$ cat src/rtl/gbc_video_pkg.sv
// gbc_video_pkg
// Shared definitions for the GBC video subsystem: OAM window, DMA
// register address and the OAM DMA engine state encoding.
// No ports (package).
package gbc_video_pkg;

    localparam logic [15:0] OAM_BASE = 16'hFE00;
    localparam int unsigned OAM_SIZE = 32'd160;
    localparam logic [15:0] REG_DMA  = 16'hFF46;

    typedef enum logic [2:0] {
        IDLE  = 3'd0,
        DELAY = 3'd1,
        READ  = 3'd2,
        WAIT  = 3'd3,
        WRITE = 3'd4
    } oam_dma_state_t;

endpackage

$ cat src/rtl/gbc_oam_dma_srcmap.sv
// gbc_oam_dma_srcmap
// Combinational source address former for the OAM DMA engine.
// Build option: OAM_DMA_ECHO_MAP_EN folds echo pages E0-FF onto C0-DF
// so a DMA from echo RAM reads WRAM directly; without it the page
// passes through and the system bus decoder resolves E0-FF.
// Ports:
//   Page    in  8   source page (high address byte)
//   Index   in  8   byte index within the page
//   Address out 16  source read address
module gbc_oam_dma_srcmap (
    input  logic [7:0]  Page,
    input  logic [7:0]  Index,
    output logic [15:0] Address
);

    logic [7:0] page_s;

    // Page fold (optional) and address concatenation.
    always_comb begin
        page_s = Page;
`ifdef OAM_DMA_ECHO_MAP_EN
        if (Page >= 8'hE0) begin
            page_s = Page - 8'h20;
        end else begin
            page_s = Page;
        end
`endif
        Address = {page_s, Index};
    end

endmodule

$ cat src/rtl/gbc_oam_dma.sv
// gbc_oam_dma
// OAM DMA engine: a write to FF46 copies OAM_BYTES bytes from page XX00
// into OAM offsets 00.. one byte per ClkEn step. Active blocks the CPU
// bus for the whole transfer. Build option OAM_DMA_ECHO_MAP_EN (see
// gbc_oam_dma_srcmap) folds echo-RAM source pages onto WRAM.
// Ports:
//   Clk, nReset               clock, async active-low reset
//   ClkEn                     M-cycle enable
//   RegWrite, RegD, RegQ      FF46 write strobe / data / readback
//   SrcAddress, SrcAccess     source read request
//   SrcDataReady, SrcData     source read response
//   OamAddress, OamD, OamWrite OAM write port (OamWrite in a ClkEn cycle)
//   Active                    transfer in progress
module gbc_oam_dma
    import gbc_video_pkg::*;
#(
    parameter int unsigned OAM_BYTES   = OAM_SIZE,
    parameter int unsigned START_DELAY = 32'd1
) (
    input  logic        Clk,
    input  logic        nReset,
    input  logic        ClkEn,
    input  logic        RegWrite,
    input  logic [7:0]  RegD,
    output logic [7:0]  RegQ,
    output logic [15:0] SrcAddress,
    output logic        SrcAccess,
    input  logic        SrcDataReady,
    input  logic [7:0]  SrcData,
    output logic [7:0]  OamAddress,
    output logic [7:0]  OamD,
    output logic        OamWrite,
    output logic        Active
);

    localparam logic [7:0] LAST_INDEX = 8'(OAM_BYTES - 32'd1);
    localparam logic [7:0] DELAY_LOAD = 8'(START_DELAY);

    oam_dma_state_t state_r, state_s;
    logic [7:0]     reg_q_r, reg_q_s;
    logic [7:0]     index_r, index_s;
    logic [7:0]     delay_r, delay_s;
    logic [7:0]     data_r, data_s;
    logic [15:0]    src_addr_r, src_addr_s;
    logic           src_access_r, src_access_s;
    logic [15:0]    map_addr_s;
    logic           start_s;
    logic           oam_write_s;

    gbc_oam_dma_srcmap u_srcmap (
        .Page    (reg_q_r),
        .Index   (index_r),
        .Address (map_addr_s)
    );

    // State and datapath registers.
    always_ff @(posedge Clk or negedge nReset) begin
        if (!nReset) begin
            state_r      <= IDLE;
            reg_q_r      <= 8'hFF;
            index_r      <= 8'h00;
            delay_r      <= 8'h00;
            data_r       <= 8'h00;
            src_addr_r   <= 16'h0000;
            src_access_r <= 1'b0;
        end else begin
            state_r      <= state_s;
            reg_q_r      <= reg_q_s;
            index_r      <= index_s;
            delay_r      <= delay_s;
            data_r       <= data_s;
            src_addr_r   <= src_addr_s;
            src_access_r <= src_access_s;
        end
    end

    // Next-state logic. A FF46 write in any state (re)starts the engine;
    // WAIT advances on the source handshake regardless of ClkEn.
    always_comb begin
        state_s      = state_r;
        reg_q_s      = reg_q_r;
        index_s      = index_r;
        delay_s      = delay_r;
        data_s       = data_r;
        src_addr_s   = src_addr_r;
        src_access_s = src_access_r;
        start_s      = RegWrite & ClkEn;

        if (start_s) begin
            reg_q_s      = RegD;
            delay_s      = DELAY_LOAD;
            src_access_s = 1'b0;
            state_s      = DELAY;
        end else begin
            case (state_r)
                IDLE: begin
                    state_s = IDLE;
                end
                DELAY: begin
                    if (ClkEn) begin
                        if (delay_r <= 8'd1) begin
                            index_s = 8'h00;
                            state_s = READ;
                        end else begin
                            delay_s = delay_r - 8'd1;
                        end
                    end else begin
                        state_s = DELAY;
                    end
                end
                READ: begin
                    if (ClkEn) begin
                        src_addr_s   = map_addr_s;
                        src_access_s = 1'b1;
                        state_s      = WAIT;
                    end else begin
                        state_s = READ;
                    end
                end
                WAIT: begin
                    if (SrcDataReady) begin
                        data_s       = SrcData;
                        src_access_s = 1'b0;
                        state_s      = WRITE;
                    end else begin
                        state_s = WAIT;
                    end
                end
                WRITE: begin
                    if (ClkEn) begin
                        if (index_r == LAST_INDEX) begin
                            state_s = IDLE;
                        end else begin
                            index_s = index_r + 8'd1;
                            state_s = READ;
                        end
                    end else begin
                        state_s = WRITE;
                    end
                end
                default: begin
                    src_access_s = 1'b0;
                    state_s      = IDLE;
                end
            endcase
        end
    end

    // OAM strobe: a restart drops the byte in flight unless it is the
    // last byte, which is allowed to land before the new transfer.
    always_comb begin
        oam_write_s = 1'b0;
        if ((state_r == WRITE) && ClkEn) begin
            oam_write_s = ~RegWrite | (index_r == LAST_INDEX);
        end else begin
            oam_write_s = 1'b0;
        end
    end

    assign RegQ       = reg_q_r;
    assign SrcAddress = src_addr_r;
    assign SrcAccess  = src_access_r;
    assign OamAddress = index_r;
    assign OamD       = data_r;
    assign OamWrite   = oam_write_s;
    assign Active     = (state_r != IDLE);

endmodule

$ cat config.mk
export PLATFORM = sky130hd
export DESIGN_NAME = gbc_oam_dma
export DESIGN_NICKNAME = d
export VERILOG_FILES = /design/src/rtl/gbc_video_pkg.sv /design/src/rtl/gbc_oam_dma_srcmap.sv /design/src/rtl/gbc_oam_dma.sv
export SDC_FILE = /design/constraint.sdc
export NUM_CORES = 1
export LEC_CHECK = 0
export CORE_MARGIN = 1
export CORE_UTILIZATION = 51
export CTS_BUF_LIST = sky130_fd_sc_hd__clkbuf_4
export DETAILED_ROUTE_END_ITERATION = 8
export PLACE_DENSITY_LB_ADDON = 0.15
export SLEW_MARGIN = 20
export SYNTH_ARGS = -nofsm -noshare
export SYNTH_HDL_FRONTEND = slang
export SYNTH_HIERARCHICAL = 1
export SYNTH_SLANG_ARGS = --single-unit
$ cat constraint.sdc
create_clock -name Clk -period 2.2 [get_ports Clk]
set_input_delay 0.44 -clock Clk [delete_from_list [all_inputs] [get_ports Clk]]
set_output_delay 0.44 -clock Clk [all_outputs]
set_load 0.01 [all_outputs]
# == After elaboration in Yosys (flattened, before gate mapping) ==
# Cells that the tools add are included.
# word_totals
reg_bits,52
in_bits,21
out_inout_bits,43
elab_cells,62
# op_classes
n_addsub,2
magnitude_cmp,1
n_eq_ne,14
muxes,22
n_bitwise,4
reduce_logical,12
# ops
op,count
$mux W8,8
$pmux W8 S2,1
$mux W3,5
$pmux W3 S4,1
$reduce_and A3 Y1,4
$ne A2 B2 Y1 const B,5
$add A8 B1 Y8 const B,1
$eq A8 B8 Y1 const B,1
$le A8 B1 Y1 const B,1
$sub A8 B1 Y8 const B,1
$eq A3 B2 Y1 const B,2
$ne A3 B3 Y1 const B,2
$reduce_and A6 Y1,1
$reduce_bool A2 Y1,3
$mux W1,5
$ne A4 B4 Y1 const B,1
$eq A3 B1 Y1 const B,1
$eq A3 B3 Y1 const B,1
$logic_not A3 Y1,1
$pmux W1 S3,1
$reduce_bool A3 Y1,1
$reduce_or A3 Y1,1
$mux W2,1
$ne A2 B1 Y1 const B,1
4 further kinds,5

# == Logic depth before layout (Yosys ltp) ==
# logic_depth
ltp_word,5
depth_mapped,7
depth_no_buf,6

# == Modules after synthesis ==
# The synthesis kept the hierarchy.
# modules_own_cells
mod,instances,cells_each,area_each_um2,seq_area_each_um2
gbc_oam_dma,1,212,2506.2,1311.3
gbc_oam_dma_srcmap,1,16,120.1,0.0

# == Worst setup path after synthesis ==
# OpenSTA, ideal clock, no wires.
# synth_path
kind,reg-to-reg
from,reg delay_r[4]
to,reg delay_r[1]
setup_time_ns,0.083
t_arrival_ns,1.801
required_ns,2.117
path_slack_ns,0.316
path_stages_with_launch,5
path_buffers,0
period_less_slack_ns,1.884
cell_sequence,dfrtp_1 -> or4_4 -> o31ai_4 -> mux2_4 -> o22ai_1
# synth_via
elab_chain_len,3
# synth_rtl
item,line,rtl
"start, declared",gbc_oam_dma.sv:42,"logic [7:0] delay_r, delay_s;"
"start signal, assigned",gbc_oam_dma.sv:70,delay_r <= delay_s;
$le A8 B1 Y1,gbc_oam_dma.sv:101,if (delay_r <= 8'd1) begin
$ne A2 B2 Y1 (no line),n/a,
$reduce_and A3 Y1 (no line),n/a,
# No other way between the ends.
# A chain may end at the register's enable or synchronous reset.

# == Worst setup path after layout ==
# layout_path
from,"reg index_r[0], in the netlist OamAddress[0]"
to,out OamWrite
# layout_via
elab_chain_len,3
# layout_rtl
item,line,rtl
"start, declared",gbc_oam_dma.sv:41,"logic [7:0] index_r, index_s;"
"start signal, assigned",gbc_oam_dma.sv:69,index_r <= index_s;
$eq A8 B8 Y1,gbc_oam_dma.sv:154,oam_write_s = ~RegWrite | (index_r == LAST_INDEX);
$or A1 B1 Y1,gbc_oam_dma.sv:154,
$mux W1,gbc_oam_dma.sv:153,if ((state_r == WRITE) && ClkEn) begin
"end, declared",gbc_oam_dma.sv:32,"output logic OamWrite,"
# No other way between the ends.

==> impl_metrics.toml <==
[floorplanning]
ios = 64
dieArea_um2 = 5440
fp.dieW_um = 73.8
die_h_um = 73.8
core_area_um2 = 4850
rows = 25
start_util_pct = 54.2

[cells_and_area]
layout_commonest_cell = "clkdlybuf4s50_1"
nets = 323
drive_gt1_share_pct = 31.0
final_util_pct = 71.8
diodes = 0
instances_no_fill = 367
area_delta_synth_final_pct = 32.5
final_cell_mix = "clkdlybuf4s50_1, dfrtp_1, mux2_2"

[synth]
ys.flop_type = "dfrtp_1"
synth_top_area_share_pct = 41.9
syn_inst = 228
synth_area_um2 = 2630
synth_fp_nets = 252
async_flop_share_pct = 100
ys_types = 48
synth.avg_cell_area_um2 = 11.5
ys_seq_area_share_pct = 49.9
synth_edf_count = 0
synth-seq-cells = 52
ys_top_cells_by_area = "dfrtp_1, mux2_2, dfstp_2"
synth_top_area_cell = "dfrtp_1"
yosys_warnings = 6

[cts]
clkTransAtPathRegs_ns = 0.15
cts_root_buf = "clkbuf_4"
cts.path.max_buffers = 2
cts_tree = "yes"
htree_levels = 2
numCtsBuffers = 5
cts.sinks = 52
clk_latency_ns = 0.38

[hold_path]
worst_hold_path_type = "in -> async"

[detailed_routing]
drt_wl_total_um = 5440
vias = 1974
drc = 0
via_per_inst = 5.38
drt-wirelength-per-cell_um = 14.8
first_pass_iters = 4
ant_nets = 0
drt_iter0_drc = 104

[grt]
overflow = 0
grt_max_degree = 32
antenna_found_initial = 0
grt_pass1_vias = 1919
grt_pass1_wl_um = 8830
grt_usage_pct = 21.8

[status]
outcome = "finished clean"

[critical_path]
cp-end-kind = "primary output"
path_cells = "ha_2 -> nand4_1 -> or3_4 -> a21oi_2 -> buf_2"
arrival_ns = 1.72
crit_path_top_delay_cell = "or3_4"
crit_type = "reg -> out"
path_max_fanout = 2
crit_family = "simple AND/OR/NAND/NOR gates"
crit_buf_inv = 1
cpPeakStageDelay_ns = 0.40
r2r-start = "delay_r[4]"
required_ns = 1.76
cp-startpoint = "OamAddress[0]"
start_kind = "flop"

[placed_design]
io_buffers = 63
gp_congestion = 0.806
dp_hpwl_um = 4010
dp.cells = 357

[timing]
fmax_mhz = 462
rsz0062_at_grt = "yes"
fin_crit_sh_pct = 98.3
fin_skew_ns = 0.0129
finalCriticalPeriod_ns = 2.16
tightestPinTransition_ns = 0.536
hold_viol = 0
report.final.slew_viol_count = 0
setup_viol = 0
relSlewSlack_pct = 64.3

[power_and_ir_drop]
clkPwrFrac_pct = 12.7
switching_share_pct = 35.1
peakVddDrop_uv = 705
power.density_nw_per_um2 = 1030
p_sw_uw = 1260
power.leakage_uw = 0.00144
p_seq_share_pct = 40.4
internal-power_uw = 2320
p_comb_share_pct = 46.9

[run]
max_cap_violations = 0
## flip-flops by register name, summed over array words and instances (netlist names)
register    flops
SrcAddress     16
OamAddress      8
OamD            8
RegQ            8
delay_r         8
state_r         3
SrcAccess       1
## worst reg2reg max path, stage by stage (launching register included)
cell and delay [ns]:
dfrtp_1 0.44, or4_4 0.58, o31ai_4 0.32, buf_4 0.21
mux2_4 0.30, o22ai_1 0.12
## through the flow
| stage | total power, uW | cell area (um2) | setup TNS, ns | hold WS (ns) | worst slack, ns |
|---|---|---|---|---|---|
| final | 3580 | 3480 | 0 | 0.00850 | 0.0375 |
| after global routing | 3800 | 3480 | -0.0830 | 0.0554 | -0.0830 |
| after CTS | 3610 | 3460 | -0.0224 | 0.0154 | -0.0224 |
| after detailed placement | 3160 | 3400 | -0.00569 | 0.450 | -0.00569 |
| after global placement | 3110 | 3400 | 0 | 0.451 | 0.0397 |
| after floorplan | 2410 | 2630 | 0 | 0.144 | 0.316 |
## synthesized netlist by cell type, types with 2 or more instances
master / n
dfrtp_1: 44
mux2_2: 33
buf_4: 17
nand2_1: 15
a21oi_1: 10
dfstp_2: 8
inv_1: 7
nand3_1: 5
nor2_1: 5
o21ai_0: 5
o31ai_1: 5
or4_1: 5
buf_2: 4
nand4_1: 4
nor2b_1: 4
o21bai_1: 4
clkbuf_1: 3
ha_1: 3
mux2i_1: 3
nor3_1: 3
nor4_2: 3
o22ai_1: 3
or2_2: 3
or3_1: 3
xnor2_1: 3
a31oi_1: 2
o311ai_1: 2
or3b_2: 2
## power groups by stage
| stage | sequential [uW] | combinational, uW | clock (uW) |
|---|---|---|---|
| floorplan | 1540 | 871 | 0 |
| global placement | 1450 | 1660 | 0 |
| detailed placement | 1470 | 1690 | 0 |
| CTS | 1450 | 1690 | 473 |
| global route | 1490 | 1820 | 498 |
| finish | 1450 | 1680 | 455 |
## final timing paths
path | to | slack (ns) | cells after the start
min reg2reg | SrcAddress[1] | 0.52 | 1
min | SrcAddress[4] | 0.009 | 1
max | OamWrite | 0.04 | 5
max in group asynchronous | RegQ[6] | 1.57 | 2
min in group Clk | SrcAddress[1] | 0.52 | 1
max reg2reg | delay_r[1] | 0.18 | 5
## final cells by class
cell class	count	area [um2]
fill	365	1370
sequential	52	1310
multi-input combinational	144	1150
timing repair buffer	89	852
tap	67	83.8
clock buffer	6	45.0
inverter	7	26.3
clock inverter	2	16.3
## metal layers
layer,wire length [um],up-vias,track usage (%),part of all wire [%]
met5,0,-,0,0
li1,-,955,-,-
met2,2710,44,35.6,50
met3,236,7,4.25,4.3
met4,75,0,9.83,1.4
met1,2410,968,28.0,44
## logic make-up (layout without fill, tap and decap cells)
group / Yosys count / count (layout) / share of synthesized area [%]
AND/OR/NAND/NOR: 63 / 63 / 14.6
AO/OA/AOI/OAI: 37 / 37 / 9.67
buffers and inverters: 32 / 104 / 7.19
multiplexers: 37 / 37 / 15.9
XOR/XNOR: 4 / 4 / 1.33
flip-flops: 52 / 52 / 49.9
adder cells (fa/ha/maj): 3 / 3 / 1.43
## repair_timing
item	4_1_cts	5_1_grt
hold buffers	0	0
endpoints found under the hold margin	0	0
pin swaps	2	3
setup buffers	1	1
resized for setup	5	3
setup endpoints to repair	2	1
No activity file was read; power rests on OpenSTA's default activity.
==> edit: new RTL, same flow settings <==
Reset style: synchronous (`nReset`), changed in one clocked block. Comments in the files are not updated.
--- a/src/rtl/gbc_oam_dma.sv
+++ b/src/rtl/gbc_oam_dma.sv
@@ -56,3 +56,3 @@
     // State and datapath registers.
-    always_ff @(posedge Clk or negedge nReset) begin
+    always_ff @(posedge Clk) begin
         if (!nReset) begin
Behaviour: differs if nReset is asserted again (counterexample within 4 cycles, from zero or initial values and one cycle with nReset low); with nReset held inactive, the same outputs for 10 cycles.
==> edit against the unedited design <==
Worst setup slack better by 17 ps. Critical endpoint is now OamAddress[6]. Final area up 3.5%. Hold slack improved by 450 ps. Routed wire length rose by 11%. Sequential cell count did not move. Fmax rose by 0.78%. Area after synthesis down 0.62%.
Power is not compared: it rests on default switching activity, and its combinational part moved more than twofold at a synthesized area within 25%.
==> edit: results (changes against the unedited design) <==
status=completed; crit path launch=OamAddress[0]; Power, Total=1.69 mW; post-synthesis mux area share=12.3% (-3.6 points); CP endpoint=OamAddress[6]; highest-delay cell along the critical path=dfxtp_2; Synth Area in XOR/XNOR=1.01% (-0.33 points); first-pass GRT wire length=9560 um (+8.2%); via count of the routed design=2301 (+17%); met3 usage=5.08% (+0.82 points); Crit Path Max Fanout=6 (+4); wire per inst=14.1 um (-4.8%); Setup Slack @ Placement=-255 ps (-249 ps); r2r setup slk=50 ps (-130 ps); Post-Synth Adder-Cell Area=1.44% (+0.0089 points); metal3 WL=269 um (+14%); Routed met2 length=2860 um (+5.3%); met1 Resource Use GR=29.4% (+1.5 points); top post-synthesis cells by area=dfxtp_1 (40%), mux2i_1 (12%), nor2b_1 (6.2%); Post-Syn Nets=303 (+20%); Post-Place Cells=414 (+16%); GRT Total Usage=23.2% (+1.4 points); mean post-synth cell area=9.35 um2 (-19%); WP data arrival=2470 ps (+750 ps); max incr delay on CP=360 ps (-40 ps); combinational family with the most area after synthesis=simple AND/OR/NAND/NOR gates; Hold Path Class=reg -> reg; dpl cell area=3420 um2 (+0.74%)
[edit: cell types whose count changed in the layout (fill, tap and decap cells not counted), sizes merged, moves of 4 or more]
cell	change
buf	+18
dfrtp	-44
dfstp	-8
dfxtp	+52
mux2	-34
mux2i	+29
nand2	+7
nand3	+6
nor2b	+22
nor4	-4
o211ai	+16
[edit: layout make-up]
cell class                      instances  area (um2)
Multi-Input combinational cell        183        1400
Clock inverter                          2        16.3
Inverter                               10        37.5
Clock buffer                            6        45.0
Sequential cell                        52        1050
Timing Repair Buffer                  108         978
Tap cell                               67        83.8
Fill cell                             367        1210
[edit: timing repair]
| action | CTS | global route |
|---|---|---|
| hold endpoints to repair | 0 | 0 |
| resized for setup | 14 | 7 |
| endpoints found under the setup margin | 4 | 13 |
| hold buffers | 0 | 0 |
| buffers inserted | 4 | 4 |
| pin swaps | 1 | 4 |
| gates cloned | 0 | 0 |
